[config.mk]
export PLATFORM = sky130hd
export DESIGN_NAME = mux_arb_n
export DESIGN_NICKNAME = d
export VERILOG_FILES = /design/src/rtl/mux_arb_n.sv
export SDC_FILE = /design/constraint.sdc
export NUM_CORES = 1
export LEC_CHECK = 0
export CORE_MARGIN = 2
export CORE_UTILIZATION = 30
export CTS_BUF_LIST = sky130_fd_sc_hd__clkbuf_4 sky130_fd_sc_hd__clkbuf_8 sky130_fd_sc_hd__clkbuf_16
export DETAILED_ROUTE_END_ITERATION = 10
export SKIP_CTS_REPAIR_TIMING = 1
export SYNTH_ARGS = -nofsm -noshare
export SYNTH_HDL_FRONTEND = slang
export SYNTH_SLANG_ARGS = --single-unit
[constraint.sdc]
create_clock -name CLK -period 8.25 [get_ports CLK]
set_input_delay 0.825 -clock CLK [delete_from_list [all_inputs] [get_ports CLK]]
set_output_delay 0.825 -clock CLK [all_outputs]
set_load 0.005 [all_outputs]
[src/rtl/mux_arb_n.sv]
// ============================================================================
// Module   : mux_arb_n
// Purpose  : N-channel, W-bit registered data selector with a round-robin
//            arbiter (request/grant), bounded bus lock and a direct-select
//            bypass mode.
// Revision : 1.0 - initial release
//
// Ports
//   CLK       in   1               system clock, rising edge
//   RESETL    in   1               asynchronous active-low reset
//   MODE      in   1               0 = arbitrated, 1 = direct select
//   SEL       in   CHANNELS        direct-mode select (multi-hot allowed)
//   REQ       in   CHANNELS        per-channel request (arbitrated mode)
//   LOCK      in   CHANNELS        per-channel lock, qualified by own REQ
//   IN        in   CHANNELS*WIDTH  channel k data at [k*WIDTH +: WIDTH]
//   GNT       out  CHANNELS        registered one-hot grant
//   OUT       out  WIDTH           registered muxed data
//   VALID     out  1               OUT carries granted/selected data
//   CONFLICT  out  1               sticky: direct mode saw >1 SEL bit
// ============================================================================
`default_nettype none

module mux_arb_n #(
  parameter int CHANNELS = 4,
  parameter int WIDTH    = 8,
  parameter int MAX_HOLD = 15
) (
  input  logic                      CLK,
  input  logic                      RESETL,
  input  logic                      MODE,
  input  logic [CHANNELS-1:0]       SEL,
  input  logic [CHANNELS-1:0]       REQ,
  input  logic [CHANNELS-1:0]       LOCK,
  input  logic [CHANNELS*WIDTH-1:0] IN,
  output logic [CHANNELS-1:0]       GNT,
  output logic [WIDTH-1:0]          OUT,
  output logic                      VALID,
  output logic                      CONFLICT
);

  localparam int PTR_W = (CHANNELS > 1) ? $clog2(CHANNELS) : 1;
  localparam int CNT_W = (MAX_HOLD > 0) ? $clog2(MAX_HOLD + 1) : 1;
  localparam logic [CNT_W-1:0] MAX_CNT = CNT_W'(MAX_HOLD);
  localparam logic [PTR_W-1:0] PTR_RST = PTR_W'(CHANNELS - 1);

  typedef enum logic {
    IDLE = 1'b0,
    OWN  = 1'b1
  } state_t;

  state_t             state, state_nxt;
  logic [PTR_W-1:0]   ptr, ptr_nxt;       // last winner; equals owner in OWN
  logic [CNT_W-1:0]   cnt, cnt_nxt;       // hold counter for a locked owner
  logic [CHANNELS-1:0] gnt_nxt;
  logic [WIDTH-1:0]   out_nxt;
  logic               valid_nxt;
  logic               conflict_nxt;

  logic [WIDTH-1:0]   chan [CHANNELS];

  for (genvar k = 0; k < CHANNELS; k++) begin : g_unpack
    assign chan[k] = IN[k*WIDTH +: WIDTH];
  end

  // Round-robin scan starting one past the pointer. The current owner is
  // visited last, so on a timeout any other requester wins before it.
  logic               win_found;
  logic [PTR_W-1:0]   win_idx;
  logic [PTR_W-1:0]   scan_idx;

  always_comb begin
    win_found = 1'b0;
    win_idx   = '0;
    scan_idx  = '0;
    for (int i = 1; i <= CHANNELS; i++) begin
      scan_idx = PTR_W'((int'(ptr) + i) % CHANNELS);
      if (!win_found && REQ[scan_idx]) begin
        win_found = 1'b1;
        win_idx   = scan_idx;
      end
    end
  end

  // Direct-mode AND-OR tree; unselected channels are masked to zero.
  logic [WIDTH-1:0]   dir_data;

  always_comb begin
    dir_data = '0;
    for (int k = 0; k < CHANNELS; k++) begin
      dir_data = dir_data | (chan[k] & {WIDTH{SEL[k]}});
    end
  end

  logic [CHANNELS-1:0] own_oh;
  logic                other_req;
  logic                owner_keep;
  logic                sel_multi;

  assign own_oh     = CHANNELS'(1) << ptr;
  assign other_req  = |(REQ & ~own_oh);
  assign owner_keep = REQ[ptr] & LOCK[ptr] & (cnt < MAX_CNT);
  assign sel_multi  = |(SEL & (SEL - CHANNELS'(1)));

  always_comb begin
    state_nxt    = state;
    ptr_nxt      = ptr;
    cnt_nxt      = cnt;
    gnt_nxt      = '0;
    out_nxt      = OUT;
    valid_nxt    = 1'b0;
    conflict_nxt = CONFLICT;

    if (MODE) begin
      // Arbiter frozen: pointer and counter hold, any ownership is dropped.
      state_nxt    = IDLE;
      out_nxt      = dir_data;
      valid_nxt    = |SEL;
      conflict_nxt = CONFLICT | sel_multi;
    end else if (state == OWN && owner_keep) begin
      gnt_nxt   = own_oh;
      out_nxt   = chan[ptr];
      valid_nxt = 1'b1;
      // owner_keep guarantees cnt < MAX_CNT, so the increment cannot wrap;
      // reaching MAX_CNT forces rearbitration on the following edge.
      cnt_nxt   = other_req ? cnt + 1'b1 : '0;
    end else if (win_found) begin
      // Covers IDLE grants and every rearbitration out of OWN, with the
      // new owner taking effect on this same edge.
      state_nxt = OWN;
      ptr_nxt   = win_idx;
      cnt_nxt   = '0;
      gnt_nxt   = CHANNELS'(1) << win_idx;
      out_nxt   = chan[win_idx];
      valid_nxt = 1'b1;
    end else begin
      state_nxt = IDLE;
    end
  end

  always_ff @(posedge CLK or negedge RESETL) begin
    if (!RESETL) begin
      state    <= IDLE;
      ptr      <= PTR_RST;
      cnt      <= '0;
      GNT      <= '0;
      OUT      <= '0;
      VALID    <= 1'b0;
      CONFLICT <= 1'b0;
    end else begin
      state    <= state_nxt;
      ptr      <= ptr_nxt;
      cnt      <= cnt_nxt;
      GNT      <= gnt_nxt;
      OUT      <= out_nxt;
      VALID    <= valid_nxt;
      CONFLICT <= conflict_nxt;
    end
  end

endmodule

`default_nettype wire

# == Word level (Yosys, flattened, before mapping) ==
# Cells that the tools add are included.
# totals
n_memories,0
latch_bits,0
output_inout_bits,14
rom_bits,0
reg_bits,21
mem_bits_rw,0
word_cells,95
# op_classes
addsub,6
shifts,2
multipliers,0
div,0
bitwise_logic,17
n_mux,40
eq_ne,1
order_cmp,8
reduce_logical,14
# op_table
cell,n
8-bit two-way mux,7
8-bit bitwise AND,4
8-bit binary-select mux with 2-bit select,2
4-bit two-way mux,6
8-bit OR,3
2-bit by 3-bit < comparator with 1-bit output (second input constant),5
1-bit two-way mux,15
1-bit binary-select mux with 2-bit select,6
4-bit OR reduction,3
4-bit bitwise AND,2
2-bit two-way mux,4
1-bit by 2-bit left shift with 4-bit output (first input constant),2
3-bit >= comparator (second input constant),2
2-bit inverter with 3-bit output,2
2-bit by 1-bit adder with 2-bit output (second input constant),2
2-bit adder (second input constant),2
4-bit by 1-bit adder with 4-bit output (second input constant),1
1-bit logical AND,4
4-bit < comparator (second input constant),1
4-bit inverter,1
4-bit by 1-bit subtractor with 4-bit output (second input constant),1
1-bit logical NOT,3
3-bit AND reduction,1
3-bit nonzero test,1
other kinds (6),8

# == Depth between registers and ports, before layout ==
# Gate-level depths: netlist of the first run.
# depth
depth_word,20
depth_mapped,12
mapped_depth_nobuf,8

# == Worst setup path after synthesis of the first run ==
# No wires, ideal clock.
# synth_path
path_kind,register to register
start,register ptr[0]
end,register OUT[2]
t_arrival_ns,2.770
path_stages_with_launch,12
setup_ns,0.119
n_path_buf,4
path_slack_ns,5.361
path_cell_list,dfstp_2 > buf_6 > buf_2 > inv_1 > ha_1 > nor2b_1 > a311o_1 > buf_6 > or2_4 > buf_6 > o32a_1 > o21ba_1
# synth_via
elab_chain_len,20
elab_cells_between_ends,45
cone_classes,4 x add/sub; 29 x mux; 4 x bitwise; 8 x reduce/logical
# synth_rtl
element,line_no,text
start: declaration,52,"logic [PTR_W-1:0] ptr, ptr_nxt;"
start signal: assignment,151,ptr <= ptr_nxt;
2-bit by 1-bit adder with 2-bit output,76,scan_idx = PTR_W'((int'(ptr) + i) % CHANNELS);
1-bit binary-select mux with 2-bit select,77,if (!win_found && REQ[scan_idx]) begin
1-bit two-way mux (not written as such),77,
1-bit two-way mux,77,
1-bit logical NOT,77,
1-bit logical AND,77,
1-bit two-way mux,77,
1-bit logical NOT,77,
(+3 left out),--,
1-bit logical AND,77,
2-bit two-way mux,77,
2-bit inverter with 3-bit output (not written as such),133,out_nxt = chan[win_idx];
8-bit binary-select mux with 2-bit select,133,
8-bit two-way mux (not written as such) (2 in series),133,
8-bit two-way mux,126,end else if (win_found) begin
8-bit two-way mux,119,end else if (state == OWN && owner_keep) begin
8-bit two-way mux,113,if (MODE) begin
end signal: assignment,154,OUT <= out_nxt;
end: declaration,36,"output logic [WIDTH-1:0] OUT,"
# Several ways; a longest one is shown, not always the timed one. The select of a mux whose other input is x is not followed.
# A chain may end at the register's enable or synchronous reset.

# == Worst setup path after layout of the first run ==
# layout_path
start,register ptr[0]
end,register OUT[0]
# Same word-level chain as after synthesis.

==> results of run 1 <==
==> power breakdown <==
part / total, mW / switching [mW] / internal, mW
clock: 0.0682 / 0.0345 / 0.0337
combinational: 0.587 / 0.286 / 0.301
sequential: 0.215 / 0.0728 / 0.142
==> per-layer routing <==
metal / vias to the layer above / track usage / share of wire / wire [um]
li1: 1091 / - / - / -
met1: 1105 / 0.256 / 0.46 / 3320
met3: 0 / 0.0334 / 0.090 / 650
met5: - / 0 / 0 / 0
met4: 0 / 0.0179 / 0 / 0
met2: 123 / 0.270 / 0.45 / 3260
==> state kept, by name, indices dropped and copies added, names as in the netlist <==
name	flops
cnt	4
state	1
ptr	2
CONFLICT	1
GNT	4
VALID	1
OUT	8
==> cells in the mapped netlist (2+ instances only) <==
master     count
a21boi_0      17
a21oi_1        4
a222oi_1       8
a22o_1         9
a311oi_1       2
a32oi_1        2
and3_1        10
buf_1          2
buf_2          6
buf_4          2
buf_6          3
clkbuf_1      11
dfrtp_1       19
dfstp_2        2
ha_1           5
inv_1         17
mux2i_1        3
mux4_2         8
nand2_1       19
nand2b_1       5
nand3_1       10
nor2_1         6
nor2b_1        4
o2111ai_1      2
o21a_1         4
o21ai_0       16
o21ai_1        2
o21ba_1        7
o22ai_1       10
o32a_1         8
o32ai_1       11
==> worst paths after layout <==
check	end	slack [ns]	startpoint
worst max-delay path	OUT[0]$_DFFE_PN0P_	4.66	ptr[0]$_DFFE_PN1P_
worst min-delay path	CONFLICT$_DFFE_PN0P_	0.49	CONFLICT$_DFFE_PN0P_
worst max register to register	OUT[0]$_DFFE_PN0P_	4.66	ptr[0]$_DFFE_PN1P_
worst min register to register	CONFLICT$_DFFE_PN0P_	0.49	CONFLICT$_DFFE_PN0P_
max in group asynchronous	GNT[0]$_DFF_PN0_	6.54	RESETL
min in group asynchronous	CONFLICT$_DFFE_PN0P_	1.10	RESETL
==> worst reg2reg max path, stage by stage (launching register included) <==
cell and delay, ns:
dfstp_2 0.97, inv_1 0.25, ha_1 0.46, o32ai_2 1.02, a21boi_0 0.24, o32a_1 0.39, o21ba_1 0.17
==> metrics by stage <==
| stage | util | instances | area, um^2 | setup slack [ns] |
|---|---|---|---|---|
| floorplan | - | 254 | 2240 | 5.36 |
| global placement | 0.393 | 390 | 2850 | 4.62 |
| detailed placement | 0.393 | 390 | 2850 | 4.61 |
| CTS | 0.400 | 394 | 2900 | 4.71 |
| global route | 0.400 | 394 | 2900 | 4.38 |
| finish | 0.400 | 394 | 2900 | 4.66 |
==> layout make-up <==
cell class              instances  area [um^2]  share of cell area
clock buffers                   3         41.3              0.0142
multi-input cells             192         1530               0.527
flip-flops and latches         21          528               0.182
well taps                      99          124              0.0427
inverters                      17         63.8              0.0220
repair buffers                 61          608               0.210
clock inverters                 1         5.00             0.00173
==> cells by family (layout without fill, tap and decap cells) <==
family          Yosys count  after routing  share of synthesized area
compound gates          112            112                      0.397
fa+ha+maj                 6              6                     0.0324
buf+inv                  41             82                     0.0855
flops                    21             21                      0.236
mux                      13             13                      0.109
simple gates             61             61                      0.141
==> impl_metrics.toml, run 1 <==
[final_layout]
final_nets = 348
final_common_cell = "clkdlybuf4s50_1"
drive_above_1_share = 0.0746
layout_common_cells = "60 x clkdlybuf4s50_1, 19 x dfrtp_1, 19 x nand2_1"
area_growth_pct = 29.4
fillers = 756
diodes = 0

[floorplanning]
die_h_um = 90.4
placementRows = 31
core_um2 = 7250
start_util = 0.309
ioPinCount = 61
die_area_um2 = 8170
fp.dieW_um = 90.4

[grt]
track_usage = 0.173
grt_max_degree = 31
overflow = 0
grt_pass1_vias = 2161
grt_pass1_wl_um = 11600
antenna_found_initial = 0

[yosys]
synth_top_area_cell = "dfrtp_1"
yosys_most_used_dff = "dfrtp_1"
synth_edf_count = 0
yosys_warnings = 0
syn_area_um2 = 2240
synth_cells = 254
async_reset_ff_frac = 1.00
yosysUniqueCellTypes = 51
synth_seq_cells = 21
synth_fp_nets = 306
yosysTopAreaCellShare = 0.212
synth_area_per_cell_um2 = 8.82
yosysSeqAreaShare = 0.236
synth.area.top_cells = "dfrtp_1 21%, mux4_2 8.0%, a21boi_0 5.7%"

[drt]
ant_nets = 0
wl_per_cell_um = 18.4
drt_first_pass_iters = 5
wl_um = 7240
viasPerCell = 5.89
drc_errors = 0
routed-via-count = 2319
drt-initial-drc-count = 150

[clocking]
cts-root-buf = "clkbuf_8"
cts_max_level = 1
insertion_delay_ns = 0.26
clock_path_buffers = 2
cts_tree = "built"
cts_sinks = 21
cts_buffers = 3
clk_pin_slew_ns = 0.08

[worst_setup_path]
critPathLaunchType = "flip-flop"
required_ns = 8.41
slowest_delay_ns = 1.02
reg2reg_depth = 6
cp.buffers_inverters = 1
worst-setup-path-type = "flip-flop to flip-flop"
cp_cell_sequence = "inv_1, ha_1, o32ai_2, a21boi_0, o32a_1, o21ba_1"
cp.depth = 6
critPathTopFamily = "compound AO/OA/AOI/OAI gates"
end_kind = "flip-flop"
slowest_stage = "o32ai_2"
worstPathMaxFanout = 29
crit_arrival_ns = 3.75

[worst_hold_path]
whs_path_depth = 1
min_path_type = "flip-flop to flip-flop"

[place]
gp_congestion = 0.797
dp_hpwl_um = 5030
io_buffers = 60

[sta]
tightest_slew_ns = 1.16
rsz0062_at_grt = "no"
max_freq_mhz = 279
holdWs_ns = 0.492
finalClockSkew_ns = 0.00406
finalSetupTns_ns = 0
post-route-min-period_ns = 3.59
setup_violations = 0
relSlewSlack = 0.228
finalHoldViolations = 0
period_share = 0.435
drv_slew = 0

[status]
status = "completed"

[pwr]
power_uw = 870
p_leak_nw = 1.13
peakVddDrop_mv = 0.101
p_per_area_nw_per_um2 = 300

[job]
max_cap_violations = 0
Power figures use the tool's default switching activity.
==> run 2, diff against run 1 <==
- clock period: 8.25 -> 2.9 ns (I/O delays scaled with it)
==> run 2 against run 1 <==
- clock power rose to 3.0 times the previous value
- clock skew about the same
- sequential power grew 120%
- combinational power grew to 3.3 times the previous value
- core utilization up 1.3 points
- hold slack gained 0.0017 ns
- first-iteration DRC count increased by 9.3%
- largest cell class unchanged
- largest power group unchanged
==> impl_metrics.toml, run 2 (same netlist as run 1, synthesis figures left out) <==
[clocking]
cts_max_level = 1
cts_tree = "built"
clock_path_buffers = 2
cts_sinks = 21
insertion_delay_ns = 0.27
clk_pin_slew_ns = 0.08
cts_buffers = 3
cts-root-buf = "clkbuf_8"

[sta]
post-route-min-period_ns = 2.67
rsz0062_at_grt = "no"
finalClockSkew_ns = 0.00445
drv_slew = 0
relSlewSlack = 0.257
setup_violations = 0
fin_ws_ns = 0.233
tightest_slew_ns = 1.10
finalSetupTns_ns = 0
period_share = 0.920
max_freq_mhz = 375
finalHoldViolations = 0

[final_layout]
final_common_cell = "clkdlybuf4s50_1"
fillers = 734
multiInputGateArea_um2 = 1530
largest_register_ffs = 8
area_growth_pct = 33.7
final_nets = 361
layout_common_cells = "60 x clkdlybuf4s50_1, 19 x dfrtp_1, 19 x nand2_1"
regMostFlops = "OUT"
top_regs = "OUT (8), GNT (4), cnt (4)"
seq_area_um2 = 528
diodes = 0
drive_above_1_share = 0.114
final_util = 0.413

[worst_setup_path]
critPathLaunchType = "flip-flop"
end_kind = "flip-flop"
reg2reg_depth = 7
worstPathMaxFanout = 12
crit_arrival_ns = 2.83
worst-setup-path-type = "flip-flop to flip-flop"
required_ns = 3.07

[floorplanning]
start_util = 0.309
die_area_um2 = 8170
fp.dieW_um = 90.4
placementRows = 31
ioPinCount = 61
core_um2 = 7250
die_h_um = 90.4

[drt]
met3_length_um = 672
top_layer_used = "met4"
drt-initial-drc-count = 164
drt-met1-wl_um = 3260
drc_errors = 0
viasPerCell = 5.95
wl_um = 7450
routed-via-count = 2421
wl_per_cell_um = 18.3
drt_first_pass_iters = 5
wl_met2_um = 3480
ant_nets = 0

[grt]
grt_pass1_wl_um = 12300
antenna_found_initial = 0
grt_max_degree = 29
track_usage = 0.183
grt_pass1_vias = 2394
overflow = 0

[place]
io_buffers = 60
gp_congestion = 0.766
pre_cts_ws_ns = 0.165
dp_hpwl_um = 5400

[worst_hold_path]
whs_path_depth = 1
min_path_type = "flip-flop to flip-flop"

[pwr]
p_per_area_nw_per_um2 = 869
p_leak_nw = 1.19
peakVddDrop_mv = 0.338

[job]
max_cap_violations = 0

[status]
status = "completed"
==> run 2: area by class of cell <==
type,instances,area share
Tap cell,99,0.0414
Timing Repair Buffer,74,0.236
Clock inverter,1,0.00167
Sequential cell,21,0.176
Clock buffer,3,0.0138
Multi-Input combinational cell,192,0.510
Inverter,17,0.0213
==> run 2: metrics by stage <==
step / area (um^2) / hold WS [ns] / total power, mW / instances
after detailed placement: 2950 / 0.472 / 2.39 / 403
final: 3000 / 0.494 / 2.60 / 407
after global routing: 3000 / 0.508 / 2.81 / 407
after floorplan: 2240 / -0.00559 / 1.83 / 254
after global placement: 2950 / 0.470 / 2.37 / 403
after CTS: 3000 / 0.496 / 2.60 / 407
==> run 2: final timing paths <==
check,from,to,slack (ns)
max,ptr[1]$_DFFE_PN1P_,OUT[7]$_DFFE_PN0P_,0.23
min,CONFLICT$_DFFE_PN0P_,CONFLICT$_DFFE_PN0P_,0.49
max reg2reg,ptr[1]$_DFFE_PN1P_,OUT[7]$_DFFE_PN0P_,0.23
min reg2reg,CONFLICT$_DFFE_PN0P_,CONFLICT$_DFFE_PN0P_,0.49
max in group asynchronous,RESETL,GNT[0]$_DFF_PN0_,1.74
min in group asynchronous,RESETL,CONFLICT$_DFFE_PN0P_,0.55
==> run 2: critical path, stage by stage, from the launching register on <==
cell and delay [ns]:
dfstp_2 0.64, inv_1 0.12, ha_1 0.40, nor2b_1 0.17
a311o_1 0.35, or2_4 0.34, o32a_1 0.37, o21ba_1 0.17
==> run 2: metal layers <==
metal | track usage | vias to the layer above
met5 | 0 | -
met4 | 0.0308 | 0
met3 | 0.0409 | 7
met2 | 0.294 | 122
met1 | 0.255 | 1175
li1 | - | 1117
==> run 2: report_power, final <==
group | internal (mW) | switching [mW]
sequential | 0.402 | 0.0756
combinational | 0.934 | 0.991
clock | 0.0960 | 0.106
total | 1.43 | 1.17
==> run 3, diff against run 2 <==
- CORE_ASPECT_RATIO: unset -> 0.75
- CORE_UTILIZATION: 30 -> 44
- CTS_CLUSTER_DIAMETER: unset -> 50
- PLACE_DENSITY: unset -> 0.77
==> run 3 against run 2 <==
- combinational power about the same
- clock power hardly changed
- final cell count decreased by 9.3%
- setup slack gained 0.015 ns
- core utilization up 19 points
- total power fell by 0.95%
- critical path depth unchanged
- routed wire length is 6.6% lower
- first-iteration DRC count rose by 46%
- critical path type unchanged
- critical endpoint is now OUT[2]$_DFFE_PN0P_
==> impl_metrics.toml, run 3 (same netlist as run 1, synthesis figures left out) <==
[status]
status = "completed"

[drt]
ant_nets = 0
wl_per_cell_um = 18.9
drt_first_pass_iters = 5
viasPerCell = 6.58
drc_errors = 0
wl_um = 6960
routed-via-count = 2427
drt-initial-drc-count = 240

[sta]
drv_slew = 0
setup_violations = 0
post-route-min-period_ns = 2.65
max_freq_mhz = 377
finalHoldViolations = 0
finalSetupTns_ns = 0
tightest_slew_ns = 1.20
relSlewSlack = 0.191
period_share = 0.914
finalClockSkew_ns = 0.0102
rsz0062_at_grt = "no"

[final_layout]
final_common_cell = "clkdlybuf4s50_1"
fillers = 441
regMostFlops = "OUT"
final_nets = 362
largest_register_ffs = 8
final_util = 0.603
layout_common_cells = "60 x clkdlybuf4s50_1, 19 x dfrtp_1, 19 x nand2_1"
area_growth_pct = 31.9
drive_above_1_share = 0.117
diodes = 0
top_regs = "OUT (8), GNT (4), cnt (4)"

[pwr]
p_sw_frac = 0.445
peakVddDrop_mv = 0.448
combPwrFrac = 0.745
power_frac_seq = 0.178
power_mw = 2.58
internal_power_mw = 1.43
clockPowerShare = 0.078
p_per_area_nw_per_um2 = 873
p_leak_nw = 1.20
p_sw_mw = 1.15

[clocking]
cts_tree = "built"
cts_buffers = 3
insertion_delay_ns = 0.27
clock_path_buffers = 2
clk_pin_slew_ns = 0.09
cts-root-buf = "clkbuf_8"
cts_max_level = 1
cts_sinks = 21

[grt]
track_usage = 0.252
grt_max_degree = 29
grt_pass1_vias = 2274
grt_pass1_wl_um = 11300
antenna_found_initial = 0
overflow = 0

[worst_hold_path]
min_path_type = "flip-flop to flip-flop"

[worst_setup_path]
crit_arrival_ns = 2.82
cp_cell_sequence = "buf_4, mux2i_1, a22oi_1, o21ai_0, o32ai_1, o32a_1, o21ba_1"
required_ns = 3.07
slowest_stage = "o21ai_0"
cp.buffers_inverters = 1
slowest_delay_ns = 0.95
critPathTopFamily = "compound AO/OA/AOI/OAI gates"
critPathLaunchType = "flip-flop"
worst-setup-path-type = "flip-flop to flip-flop"
end_kind = "flip-flop"
worstPathMaxFanout = 19

[floorplanning]
fp.dieW_um = 86.4
die_area_um2 = 5680
start_util = 0.457
core_um2 = 4900
die_h_um = 65.8
ioPinCount = 61
placementRows = 22

[place]
io_buffers = 60
dp_hpwl_um = 4940
gp_congestion = 0.920

[job]
max_cap_violations = 0
## run 3: changes by cell type in the layout (fill, tap and decap cells not counted)
cell   previous run  this run
buf_4            14        15
## run 3: power by group through the flow
stage / Sequential [mW] / Combinational, mW / Clock, mW
global placement: 0.461 / 1.86 / 0
detailed placement: 0.461 / 1.88 / 0
CTS: 0.458 / 1.89 / 0.203
finish: 0.458 / 1.92 / 0.201
global route: 0.469 / 2.09 / 0.216
floorplan: 0.460 / 1.37 / 0
## run 3: path summary, 6_finish.rpt
| path | startpoint | end | slack [ns] | cells after the start |
|---|---|---|---|---|
| max in group asynchronous | RESETL | cnt[1]$_DFFE_PN0P_ | 1.77 | 1 |
| setup reg to reg | ptr[1]$_DFFE_PN1P_ | OUT[2]$_DFFE_PN0P_ | 0.25 | 7 |
| hold / removal | CONFLICT$_DFFE_PN0P_ | CONFLICT$_DFFE_PN0P_ | 0.50 | 1 |
| hold reg to reg | CONFLICT$_DFFE_PN0P_ | CONFLICT$_DFFE_PN0P_ | 0.50 | 1 |
| setup / recovery | ptr[1]$_DFFE_PN1P_ | OUT[2]$_DFFE_PN0P_ | 0.25 | 7 |
| min in group asynchronous | RESETL | OUT[2]$_DFFE_PN0P_ | 0.54 | 1 |
## run 3: final cells by class
type,count,area [um^2],area share
tap,60,75.1,0.0254
timing repair buffer,75,713,0.241
clock inverter,1,5.00,0.00169
multi-input combinational,192,1530,0.517
inverter,17,63.8,0.0216
sequential,21,528,0.179
clock buffer,3,41.3,0.0140
## run 3: per-layer routing
metal / vias up / track usage / routed length (um)
li1: 1119 / - / -
met1: 1169 / 0.353 / 3050
met2: 126 / 0.397 / 3250
met3: 13 / 0.0549 / 572
met4: 0 / 0.0625 / 88
met5: - / 0 / 0
## run 3: stage by stage
stage	worst slack (ns)	hold WS [ns]	area [um^2]	std cells
global placement	0.329	0.475	2910	365
floorplan	0.0113	-0.00559	2240	254
finish	0.248	0.500	2950	369
CTS	0.335	0.505	2950	369
detailed placement	0.324	0.476	2910	365
global route	0.0699	0.523	2950	369
